===== src/rtl/ac97_sample_arbiter_pkg.sv =====
// Shared audio package for the AC97 sample arbiter.
// State encoding, requester indices and the default sample width.
package ac97_sample_arbiter_pkg;

    typedef enum logic [1:0] {
        ST_IDLE   = 2'd0,
        ST_GRANT0 = 2'd1,
        ST_GRANT1 = 2'd2
    } arb_state_e;

    localparam logic REQ0 = 1'b0;
    localparam logic REQ1 = 1'b1;

    localparam int DEF_SAMPLE_WIDTH = 20;

    function automatic logic [1:0] grant_onehot(input arb_state_e s);
        logic [1:0] g;
        case (s)
            ST_GRANT0: g = 2'b01;
            ST_GRANT1: g = 2'b10;
            default:   g = 2'b00;
        endcase
        return g;
    endfunction

endpackage


===== src/rtl/ac97_sample_arbiter_if.sv =====
// Producer streams and sample FIFO write port of the AC97 arbiter.
// master = producers/FIFO side, slave = arbiter.
interface ac97_sample_arbiter_if
    import ac97_sample_arbiter_pkg::*;
#(
    parameter int SAMPLE_WIDTH = DEF_SAMPLE_WIDTH
) ();

    logic                    req0_valid;
    logic [SAMPLE_WIDTH-1:0] req0_data;
    logic                    req0_ready;
    logic                    req1_valid;
    logic [SAMPLE_WIDTH-1:0] req1_data;
    logic                    req1_ready;
    logic                    fifo_full;
    logic [SAMPLE_WIDTH-1:0] fifo_din;
    logic                    fifo_wr_en;
    logic [1:0]              grant;

    modport master (
        output req0_valid, req0_data,
        output req1_valid, req1_data,
        output fifo_full,
        input  req0_ready, req1_ready,
        input  fifo_din, fifo_wr_en, grant
    );

    modport slave (
        input  req0_valid, req0_data,
        input  req1_valid, req1_data,
        input  fifo_full,
        output req0_ready, req1_ready,
        output fifo_din, fifo_wr_en, grant
    );

endinterface


===== src/rtl/ac97_sample_arbiter_sat_counter.sv =====
// Saturating up-counter with synchronous clear.
// Clear has priority over increment.
module sat_counter #(
    parameter int WIDTH = 16
) (
    input  logic             clk,
    input  logic             rst_b,
    input  logic             i_clear,
    input  logic             i_inc,
    output logic [WIDTH-1:0] o_count
);

    logic [WIDTH-1:0] r_count;

    always_ff @(posedge clk or negedge rst_b) begin
        if (!rst_b) begin
            r_count <= '0;
        end else if (i_clear) begin
            r_count <= '0;
        end else if (i_inc && (r_count != '1)) begin
            r_count <= r_count + 1'b1;
        end
    end

    assign o_count = r_count;

endmodule


===== src/rtl/ac97_sample_arbiter.sv =====
// Round-robin burst arbiter sharing the AC97 sample FIFO write port
// between the CPU audio port (req0) and the tone generator (req1).
module ac97_sample_arbiter
    import ac97_sample_arbiter_pkg::*;
#(
    parameter int SAMPLE_WIDTH = DEF_SAMPLE_WIDTH,
    parameter int BURST_MAX    = 4,
    parameter int CNT_WIDTH    = 16
) (
    input  logic                 clk,
    input  logic                 rst_b,
    input  logic                 enable,
    input  logic                 mute,
    input  logic                 cnt_clear,
    output logic [CNT_WIDTH-1:0] cnt0,
    output logic [CNT_WIDTH-1:0] cnt1,
    ac97_sample_arbiter_if.slave bus
);

    localparam int BW = $clog2(BURST_MAX + 1);

    arb_state_e              r_state;
    arb_state_e              w_state_nxt;
    arb_state_e              w_other_st;
    logic [BW-1:0]           r_burst_cnt;
    logic [BW-1:0]           w_burst_nxt;
    logic [BW-1:0]           w_burst_inc;
    logic                    r_last_grant;
    logic                    r_wr_en;
    logic [SAMPLE_WIDTH-1:0] r_din;

    logic w_open;
    logic w_rdy0;
    logic w_rdy1;
    logic w_acc0;
    logic w_acc1;
    logic w_acc;
    logic w_own_v;
    logic w_oth_v;
    logic w_burst_done;

    // No accept while a write is in flight: covers the 1-cycle full lag.
    assign w_open = enable & ~bus.fifo_full & ~r_wr_en;

    assign w_rdy0 = (r_state == ST_GRANT0) & w_open;
    assign w_rdy1 = (r_state == ST_GRANT1) & w_open;
    assign w_acc0 = bus.req0_valid & w_rdy0;
    assign w_acc1 = bus.req1_valid & w_rdy1;
    assign w_acc  = w_acc0 | w_acc1;

    assign w_own_v    = (r_state == ST_GRANT1) ? bus.req1_valid
                                               : bus.req0_valid;
    assign w_oth_v    = (r_state == ST_GRANT1) ? bus.req0_valid
                                               : bus.req1_valid;
    assign w_other_st = (r_state == ST_GRANT1) ? ST_GRANT0 : ST_GRANT1;

    assign w_burst_inc  = r_burst_cnt + BW'(w_acc);
    assign w_burst_done = (w_burst_inc == BW'(BURST_MAX));

    always_comb begin
        w_state_nxt = r_state;
        w_burst_nxt = r_burst_cnt;
        unique case (r_state)
            ST_IDLE: begin
                w_burst_nxt = '0;
                if (enable && (bus.req0_valid || bus.req1_valid)) begin
                    if (bus.req0_valid && bus.req1_valid) begin
                        w_state_nxt = (r_last_grant == REQ1) ? ST_GRANT0
                                                             : ST_GRANT1;
                    end else if (bus.req0_valid) begin
                        w_state_nxt = ST_GRANT0;
                    end else begin
                        w_state_nxt = ST_GRANT1;
                    end
                end
            end
            ST_GRANT0, ST_GRANT1: begin
                if (!enable) begin
                    w_state_nxt = ST_IDLE;
                    w_burst_nxt = '0;
                end else if (w_burst_done || !w_own_v) begin
                    w_burst_nxt = '0;
                    if (w_oth_v) begin
                        w_state_nxt = w_other_st;
                    end else if (!w_own_v) begin
                        w_state_nxt = ST_IDLE;
                    end
                end else begin
                    w_burst_nxt = w_burst_inc;
                end
            end
            default: begin
                w_state_nxt = ST_IDLE;
                w_burst_nxt = '0;
            end
        endcase
    end

    always_ff @(posedge clk or negedge rst_b) begin
        if (!rst_b) begin
            r_state      <= ST_IDLE;
            r_burst_cnt  <= '0;
            r_last_grant <= REQ1;
            r_wr_en      <= 1'b0;
            r_din        <= '0;
        end else begin
            r_state     <= w_state_nxt;
            r_burst_cnt <= w_burst_nxt;
            r_wr_en     <= w_acc;
            if (w_acc) begin
                r_last_grant <= w_acc1 ? REQ1 : REQ0;
                if (mute) begin
                    r_din <= '0;
                end else begin
                    r_din <= w_acc1 ? bus.req1_data : bus.req0_data;
                end
            end
        end
    end

    assign bus.req0_ready = w_rdy0;
    assign bus.req1_ready = w_rdy1;
    assign bus.fifo_wr_en = r_wr_en;
    assign bus.fifo_din   = r_din;
    assign bus.grant      = grant_onehot(r_state);

    sat_counter #(.WIDTH(CNT_WIDTH)) u_cnt0 (
        .clk     (clk),
        .rst_b   (rst_b),
        .i_clear (cnt_clear),
        .i_inc   (w_acc0),
        .o_count (cnt0)
    );

    sat_counter #(.WIDTH(CNT_WIDTH)) u_cnt1 (
        .clk     (clk),
        .rst_b   (rst_b),
        .i_clear (cnt_clear),
        .i_inc   (w_acc1),
        .o_count (cnt1)
    );

endmodule


===== src/flat_wrapper.sv =====
// flat-port wrapper written by rule: the top's interface ports become plain ports
module ac97_sample_arbiter_flat import ac97_sample_arbiter_pkg::*;
#(
    parameter int SAMPLE_WIDTH = DEF_SAMPLE_WIDTH,
    parameter int BURST_MAX    = 4,
    parameter int CNT_WIDTH    = 16
)
  (clk, rst_b, enable, mute, cnt_clear, cnt0, cnt1, bus_req0_valid, bus_req0_data, bus_req1_valid, bus_req1_data, bus_fifo_full, bus_req0_ready, bus_req1_ready, bus_fifo_din, bus_fifo_wr_en, bus_grant);
  ac97_sample_arbiter_if #(.SAMPLE_WIDTH(SAMPLE_WIDTH)) bus_i ();
  input  logic clk;
  input  logic rst_b;
  input  logic enable;
  input  logic mute;
  input  logic cnt_clear;
  output logic [CNT_WIDTH-1:0] cnt0;
  output logic [CNT_WIDTH-1:0] cnt1;
  input wire logic [$bits(bus_i.req0_valid)-1:0] bus_req0_valid;
  input wire logic [$bits(bus_i.req0_data)-1:0] bus_req0_data;
  input wire logic [$bits(bus_i.req1_valid)-1:0] bus_req1_valid;
  input wire logic [$bits(bus_i.req1_data)-1:0] bus_req1_data;
  input wire logic [$bits(bus_i.fifo_full)-1:0] bus_fifo_full;
  output wire logic [$bits(bus_i.req0_ready)-1:0] bus_req0_ready;
  output wire logic [$bits(bus_i.req1_ready)-1:0] bus_req1_ready;
  output wire logic [$bits(bus_i.fifo_din)-1:0] bus_fifo_din;
  output wire logic [$bits(bus_i.fifo_wr_en)-1:0] bus_fifo_wr_en;
  output wire logic [$bits(bus_i.grant)-1:0] bus_grant;
  assign bus_i.req0_valid = bus_req0_valid;
  assign bus_i.req0_data = bus_req0_data;
  assign bus_i.req1_valid = bus_req1_valid;
  assign bus_i.req1_data = bus_req1_data;
  assign bus_i.fifo_full = bus_fifo_full;
  assign bus_req0_ready = bus_i.req0_ready;
  assign bus_req1_ready = bus_i.req1_ready;
  assign bus_fifo_din = bus_i.fifo_din;
  assign bus_fifo_wr_en = bus_i.fifo_wr_en;
  assign bus_grant = bus_i.grant;
  ac97_sample_arbiter #(.SAMPLE_WIDTH(SAMPLE_WIDTH), .BURST_MAX(BURST_MAX), .CNT_WIDTH(CNT_WIDTH)) u_core (.clk(clk), .rst_b(rst_b), .enable(enable), .mute(mute), .cnt_clear(cnt_clear), .cnt0(cnt0), .cnt1(cnt1), .bus(bus_i));
endmodule

===== config.mk =====
export PLATFORM = sky130hd
export DESIGN_NAME = ac97_sample_arbiter_flat
export DESIGN_NICKNAME = d
export VERILOG_FILES = /design/src/rtl/ac97_sample_arbiter_pkg.sv /design/src/rtl/ac97_sample_arbiter_if.sv /design/src/rtl/ac97_sample_arbiter_sat_counter.sv /design/src/rtl/ac97_sample_arbiter.sv /design/src/flat_wrapper.sv
export SDC_FILE = /design/constraint.sdc
export NUM_CORES = 1
export LEC_CHECK = 0
export CORE_ASPECT_RATIO = 1.25
export CORE_MARGIN = 2
export CORE_UTILIZATION = 25
export CTS_BUF_LIST = sky130_fd_sc_hd__clkbuf_2
export DETAILED_ROUTE_END_ITERATION = 8
export PLACE_DENSITY = 0.58
export RECOVER_POWER = 50
export SYNTH_ARGS = -nofsm -noshare
export SYNTH_HDL_FRONTEND = slang
export SYNTH_SLANG_ARGS = --single-unit

===== constraint.sdc =====
create_clock -name clk -period 3.58 [get_ports clk]
set_clock_uncertainty 0.05 [all_clocks]
set_input_delay 0.895 -clock clk [delete_from_list [all_inputs] [get_ports clk]]
set_output_delay 0.895 -clock clk [all_outputs]
set_load 0.02 [all_outputs]

==> impl_metrics.ini, run 1 <==
[outcome]
outcome = finished with violations
failed_checks = max-capacitance violations, max-slew violations

[critical_path]
crit_path_start = enable
timing.critical_path.fanout_max = 3
setup.reg_to_reg.worst_slack_ns = 0.61
timing_worst_setup_path_type = in -> out
worst-endpoint-arrival_ns = 2.52
worst-r2r-cell-count = 12
timing.critical_path.to_type = output port
crit-reg2reg-launch = u_core.r_state[0]
critical_path.startpoint_type = input port
worstPathRequired_ns = 2.63
worstSetupEndpoint = bus_req1_ready
worstReg2RegEnd = u_core.r_state[1]

[floorplanning]
site_rows = 46
pin_count = 105
initial_utilization_pct = 25.67
chipWidth_microns = 106.2
core-area_sq_mm = 0.01272
total_die_area_sq_mm = 0.01400
floorplan.die.height_microns = 131.8

[yosys]
ys_warn_count = 0
synth_cell_types = 47
async_set_or_reset_flop_fraction_in_the_synthesized_netlist_pct = 100.0
synth_cells = 340
synth_top_cells_by_count = 58 x sky130_fd_sc_hd__dfrtp_1, 41 x sky130_fd_sc_hd__nand2_1, 32 x sky130_fd_sc_hd__nor2_1
synth.avg_cell_area_sq_um = 9.605
ff_latch_count_synth = 59
ys_top_cells_by_area = sky130_fd_sc_hd__dfrtp_1 44%, sky130_fd_sc_hd__xnor2_1 5.6%, sky130_fd_sc_hd__nand2_1 4.7%, sky130_fd_sc_hd__a22oi_1 4.6%, sky130_fd_sc_hd__o21ai_0 4.6%
synth-seq-area-share_pct = 45.25
dominantRegCellSynth = sky130_fd_sc_hd__dfrtp_1
synth_largest_area_cell = sky130_fd_sc_hd__dfrtp_1
synth_largest_type_area_fraction_pct = 44.44
synth.net_count = 397
post-synth-top-count-cell = sky130_fd_sc_hd__dfrtp_1
synth_enable_flop_cells = 0
netlist_area_sq_mm = 0.003266

[global_route]
overflow = 0
antenna_found_initial = 0
gr-usage-all-layers_pct = 12.22
number_of_global_route_vias_before_repair = 2833
grt_first_pass_wirelength_microns = 13610
grt_max_degree = 60

[power]
power.static_leakage_nw = 1.795
power.internal_mw = 1.185
netSwitchingFraction_pct = 35.71
power_share_of_the_combinational_group_pct = 36.2
seq_power_share_pct = 45.7
power_density_normalized_to_cell_area_mw_per_mm2 = 403.4
switching_power_mw = 0.6583
power.clock.fraction_pct = 18.1
max-vdd-ir-drop_mv = 0.1789

[finish]
fin_nets = 508
finish.utilization_pct = 35.92
final.fill_count = 1364
layout_cells_sized_above_1_pct = 9.868
syn2layout_area_growth_pct = 39.92
n_antenna_cell = 0

[clock_network]
cts_post_setup_buffers_inserted = 0
post_cts_resized = 0
cts_hold_buffers = 0
cts_tree = done
cts.path.max_buffers = 2
cts_num_sinks = 59
cts_root_buf = sky130_fd_sc_hd__clkbuf_2
clock_slew_at_reported_path_ffs_ns = 0.17
clk_latency_ns = 0.47
cts.htree.levels = 3
tritoncts_buffers = 9

[min_path]
holdCritStartpoint = u_core.bus.fifo_din[9]
timing.hold.worst.class = reg -> reg

[sta]
maxClockFrequency_ghz = 0.2886
finalCritPeriodShare_pct = 96.78
period_minus_slack_ns = 3.465
post-route-worst-setup-slack_ns = 0.1153
timing_worst_slew_pin_value_ns = 1.505
timing_hold_violations_final = 0
slew_violations = 59
worst_max_slew_margin_expressed_relative_to_the_limit_pct = -0.3385
final-setup-viol-count = 0
rsz0062_at_grt = no

[drt]
via_per_inst = 4.726
detailedRoute.firstPassIterationCount = 6
detailroute.via_count = 2949
detail_route.wirelength_microns = 8390
remaining_antenna_violation_count = 0
post-route-drc-count = 0
wl_per_instance_microns = 13.45
detail_route.iter0.violations = 130

[placed_design]
finalWeightedCongestion = 0.7575
detailed_place_hpwl_microns = 6249
pre_cts_slack_ns = -0.02071
buffer_ports.inserted = 104

[flow_run]
max_cap_violations = 1
-- state kept, by name (all words and copies together), names as in the netlist --
register,count
u_core.r_burst_cnt,3
u_core.bus.fifo_din,20
u_core.r_last_grant,1
u_core.r_state,2
u_core.bus.fifo_wr_en,1
u_core.u_cnt1.o_count,16
u_core.u_cnt0.o_count,16
-- worst max-delay path, stage by stage --
cell and delay (ns):
sky130_fd_sc_hd__clkdlybuf4s50_1 0.49, sky130_fd_sc_hd__nor3b_1 0.26, sky130_fd_sc_hd__buf_4 0.17, sky130_fd_sc_hd__and2_1 0.11
sky130_fd_sc_hd__clkdlybuf4s50_1 0.59
-- metrics by stage --
step / instances / area, sq um / setup TNS, ns / power, mW / hold WS (ns)
6_report: 624 / 4569 / 0 / 1.843 / 0.4476
2_1_floorplan: 340 / 3266 / 0 / 1.190 / 0.3966
4_1_cts: 624 / 4607 / 0 / 1.895 / 0.4512
5_1_grt: 624 / 4569 / 0 / 1.974 / 0.4674
3_5_place_dp: 608 / 4524 / -0.02071 / 1.537 / 0.4198
3_3_place_gp: 608 / 4524 / 0 / 1.528 / 0.4109
-- cell families after synthesis --
logic type	Yosys count	share of synthesized area, %
and+or+nand+nor	161	28.93
AOI/OAI and AO/OA	61	11.26
DFF	59	45.25
xor gates and xnor gates	24	6.437
buffers and inverters	22	3.256
adders and majority gates	9	3.448
muxes	4	1.417
-- layout make-up --
class	count	area (sq um)	area share (%)
timing repair buffer	116	1124	24.59
multi-input combinational	259	1653	36.17
sequential	59	1478	32.34
clock inverter	6	32.53	0.7119
clock buffer	10	50.05	1.095
tap	168	210.2	4.600
inverter	6	22.52	0.4929
-- power groups by stage --
stage	clock (mW)	sequential (mW)	combinational [mW]
6_report	0.334	0.842	0.667
5_1_grt	0.380	0.860	0.733
4_1_cts	0.365	0.846	0.684
3_5_place_dp	0	0.854	0.682
3_3_place_gp	0	0.853	0.675
2_1_floorplan	0	0.963	0.228
-- routing by layer --
metal  share of wire [%]  track usage (%)  vias to the layer above
met5                   0                0                        -
met2                  49            20.16                      111
met3                 8.4            4.350                       10
met1                  41            13.99                     1390
li1                    -                -                     1438
met4                 1.8            5.921                        0
-- worst min-delay path by stage --
stage	end	cells past startpoint
final	u_core.bus.fifo_din[9]	2
after global routing	u_core.r_last_grant	2
after CTS	u_core.r_last_grant	2
after detailed placement	u_core.bus.fifo_din[17]	2
after global placement	u_core.bus.fifo_din[10]	2
after floorplan	u_core.r_last_grant	2
-- placed cells by master (no fill, tap or decap), types with 5 or more instances in the layout --
cell type	instances
sky130_fd_sc_hd__clkdlybuf4s50_1	103
sky130_fd_sc_hd__a21oi_1	7
sky130_fd_sc_hd__o21ai_0	30
sky130_fd_sc_hd__buf_4	11
sky130_fd_sc_hd__inv_1	6
sky130_fd_sc_hd__dfrtp_1	58
sky130_fd_sc_hd__clkbuf_2	11
sky130_fd_sc_hd__ha_1	9
sky130_fd_sc_hd__clkinv_2	5
sky130_fd_sc_hd__nor3_1	8
sky130_fd_sc_hd__nand3_1	14
sky130_fd_sc_hd__nor2_1	32
sky130_fd_sc_hd__a22oi_1	20
sky130_fd_sc_hd__nand2_1	42
sky130_fd_sc_hd__and3_1	6
sky130_fd_sc_hd__and2_1	7
sky130_fd_sc_hd__nor4_1	6
sky130_fd_sc_hd__xnor2_1	21
sky130_fd_sc_hd__and4_1	5
sky130_fd_sc_hd__nand4_1	12
No activity file was read; power rests on OpenSTA's default activity.
==> run 2, diff against run 1 <==
--- a/config.mk
+++ b/config.mk
@@ -10,7 +10,7 @@
 export CORE_UTILIZATION = 25
 export CTS_BUF_LIST = sky130_fd_sc_hd__clkbuf_2
 export DETAILED_ROUTE_END_ITERATION = 8
-export PLACE_DENSITY = 0.58
+export PLACE_DENSITY = 0.55
 export RECOVER_POWER = 50
 export SYNTH_ARGS = -nofsm -noshare
 export SYNTH_HDL_FRONTEND = slang
==> constraint.sdc (replaced) <==
create_clock -name clk -period 4.3 [get_ports clk]
set_clock_uncertainty 0.05 [all_clocks]
set_input_delay 1.075 -clock clk [delete_from_list [all_inputs] [get_ports clk]]
set_output_delay 1.075 -clock clk [all_outputs]
set_load 0.02 [all_outputs]
==> impl_metrics.ini, run 2 (synthesis gave the netlist of run 1 again) <==
[outcome]
outcome = finished with violations
failed_checks = max-capacitance violations, max-slew violations

[flow_run]
max_cap_violations = 1

[sta]
timing_worst_slew_pin_value_ns = 2.181
timing_hold_violations_final = 0
maxClockFrequency_ghz = 0.2496
slew_violations = 40
hold_slack_ns = 0.4408
final-setup-viol-count = 0
finalCritPeriodShare_pct = 93.17
tns_ns = 0
worst_max_slew_margin_expressed_relative_to_the_limit_pct = -45.42
rsz0062_at_grt = no
period_minus_slack_ns = 4.006

[power]
seq_power_share_pct = 43.2
power.internal_mw = 1.045
power.static_leakage_nw = 1.766
power_density_normalized_to_cell_area_mw_per_mm2 = 356.4
power.clock.fraction_pct = 22.9
netSwitchingFraction_pct = 35.86
pnr_total_power_mw = 1.629
switching_power_mw = 0.5843
max-vdd-ir-drop_mv = 0.1544
power_share_of_the_combinational_group_pct = 33.9

[finish]
largest_reg_flops = 20
design_area_sq_mm = 0.004572
fin_nets = 502
layout_cells_sized_above_1_pct = 8.444
final_cell_mix = 101 x sky130_fd_sc_hd__clkdlybuf4s50_1, 58 x sky130_fd_sc_hd__dfrtp_1, 41 x sky130_fd_sc_hd__nand2_1
syn2layout_area_growth_pct = 40.00
n_antenna_cell = 0
layout_commonest_cell = sky130_fd_sc_hd__clkdlybuf4s50_1
final.fill_count = 1336

[drt]
via_per_inst = 4.636
detailedRoute.firstPassIterationCount = 4
detailroute.via_count = 2865
wl_per_instance_microns = 14.00
remaining_antenna_violation_count = 0
detail_route.wirelength_microns = 8652
post-route-drc-count = 0
detail_route.iter0.violations = 98

[min_path]
worst_hold_path.num_cells = 2
holdCritStartpoint = u_core.r_last_grant
hold-path-endpoint = u_core.r_last_grant
timing.hold.worst.class = reg -> reg

[critical_path]
critical_path.startpoint_type = input port
worstPathRequired_ns = 3.17
timing_worst_setup_path_type = in -> out
worst-endpoint-arrival_ns = 2.88
timing.critical_path.fanout_max = 5
setup.reg_to_reg.worst_slack_ns = 1.36
worstReg2RegEnd = u_core.r_state[1]
crit-reg2reg-launch = u_core.r_state[0]
timing.critical_path.to_type = output port
worst-r2r-cell-count = 12

[clock_network]
cts.path.max_buffers = 2
cts_root_buf = sky130_fd_sc_hd__clkbuf_2
cts_tree = done
cts_post_setup_buffers_inserted = 0
cts_hold_buffers = 0
clock_slew_at_reported_path_ffs_ns = 0.17
post_cts_resized = 0
clk_latency_ns = 0.52
cts_num_sinks = 59
tritoncts_buffers = 9
cts.htree.levels = 3

[floorplanning]
chipWidth_microns = 106.2
total_die_area_sq_mm = 0.01400
core-area_sq_mm = 0.01272
initial_utilization_pct = 25.67
floorplan.die.height_microns = 131.8
pin_count = 105
site_rows = 46

[placed_design]
buffer_ports.inserted = 104
detailed_place_hpwl_microns = 6449
finalWeightedCongestion = 0.8437
detailed_place.area_sq_mm = 0.004479

[global_route]
number_of_global_route_vias_before_repair = 2908
grt_first_pass_wirelength_microns = 14200
overflow = 0
grt_max_degree = 40
gr-usage-all-layers_pct = 12.84
antenna_found_initial = 0
run 2: power groups by stage:
| stage | logic, mW | registers, mW | clock network [mW] |
|---|---|---|---|
| 6_report | 0.552 | 0.704 | 0.373 |
| 3_3_place_gp | 0.561 | 0.713 | 0 |
| 4_1_cts | 0.565 | 0.707 | 0.393 |
| 5_1_grt | 0.605 | 0.720 | 0.415 |
| 3_5_place_dp | 0.564 | 0.713 | 0 |
| 2_1_floorplan | 0.190 | 0.801 | 0 |
run 2: final cells by class:
| type | instances | area, sq um | area share [%] |
|---|---|---|---|
| Inverter | 6 | 22.52 | 0.4926 |
| Multi-Input combinational cell | 259 | 1665 | 36.43 |
| Clock buffer | 9 | 45.04 | 0.9852 |
| Sequential cell | 59 | 1478 | 32.32 |
| Timing Repair Buffer | 110 | 1072 | 23.45 |
| Clock inverter | 7 | 78.83 | 1.724 |
| Tap cell | 168 | 210.2 | 4.598 |
run 2: stage by stage:
| step | utilization, % | setup WS [ns] | cells |
|---|---|---|---|
| detailed placement | 35.22 | 0.4655 | 602 |
| global route | 35.94 | 0.2616 | 618 |
| finish | 35.94 | 0.2937 | 618 |
| CTS | 36.19 | 0.5275 | 618 |
| global placement | 35.22 | 0.5606 | 602 |
| floorplan | - | 0.7952 | 340 |
run 2: per-layer routing:
layer	wire [microns]	vias up	GRT usage (%)
met1	3663	1350	14.98
met2	4308	84	21.37
met4	130	0	6.652
met5	0	-	0
li1	-	1421	-
met3	550	10	3.559
run 2: worst max-delay path by stage:
stage,startpoint,endpoint
after global routing,enable,bus_req1_ready
after global placement,bus_fifo_full,u_core.r_state[1]
after CTS,enable,bus_req1_ready
final,enable,bus_req1_ready
after floorplan,bus_fifo_full,u_core.r_state[1]
after detailed placement,enable,u_core.r_state[1]
run 2: worst max-delay path, cell delays in order:
cell and delay (ns):
sky130_fd_sc_hd__dlygate4sd3_1 0.61, sky130_fd_sc_hd__nor3b_1 0.42, sky130_fd_sc_hd__and2_1 0.19, sky130_fd_sc_hd__clkdlybuf4s50_1 0.60
==> run 3, diff against run 2 <==
--- a/config.mk
+++ b/config.mk
@@ -12,6 +12,8 @@
 export DETAILED_ROUTE_END_ITERATION = 8
 export PLACE_DENSITY = 0.55
 export RECOVER_POWER = 50
+export SLEW_MARGIN = 10
 export SYNTH_ARGS = -nofsm -noshare
 export SYNTH_HDL_FRONTEND = slang
 export SYNTH_SLANG_ARGS = --single-unit
+export TNS_END_PERCENT = 5
==> results of run 3 <==
The final DEF is identical to that of run 2; final timing and power are the same.
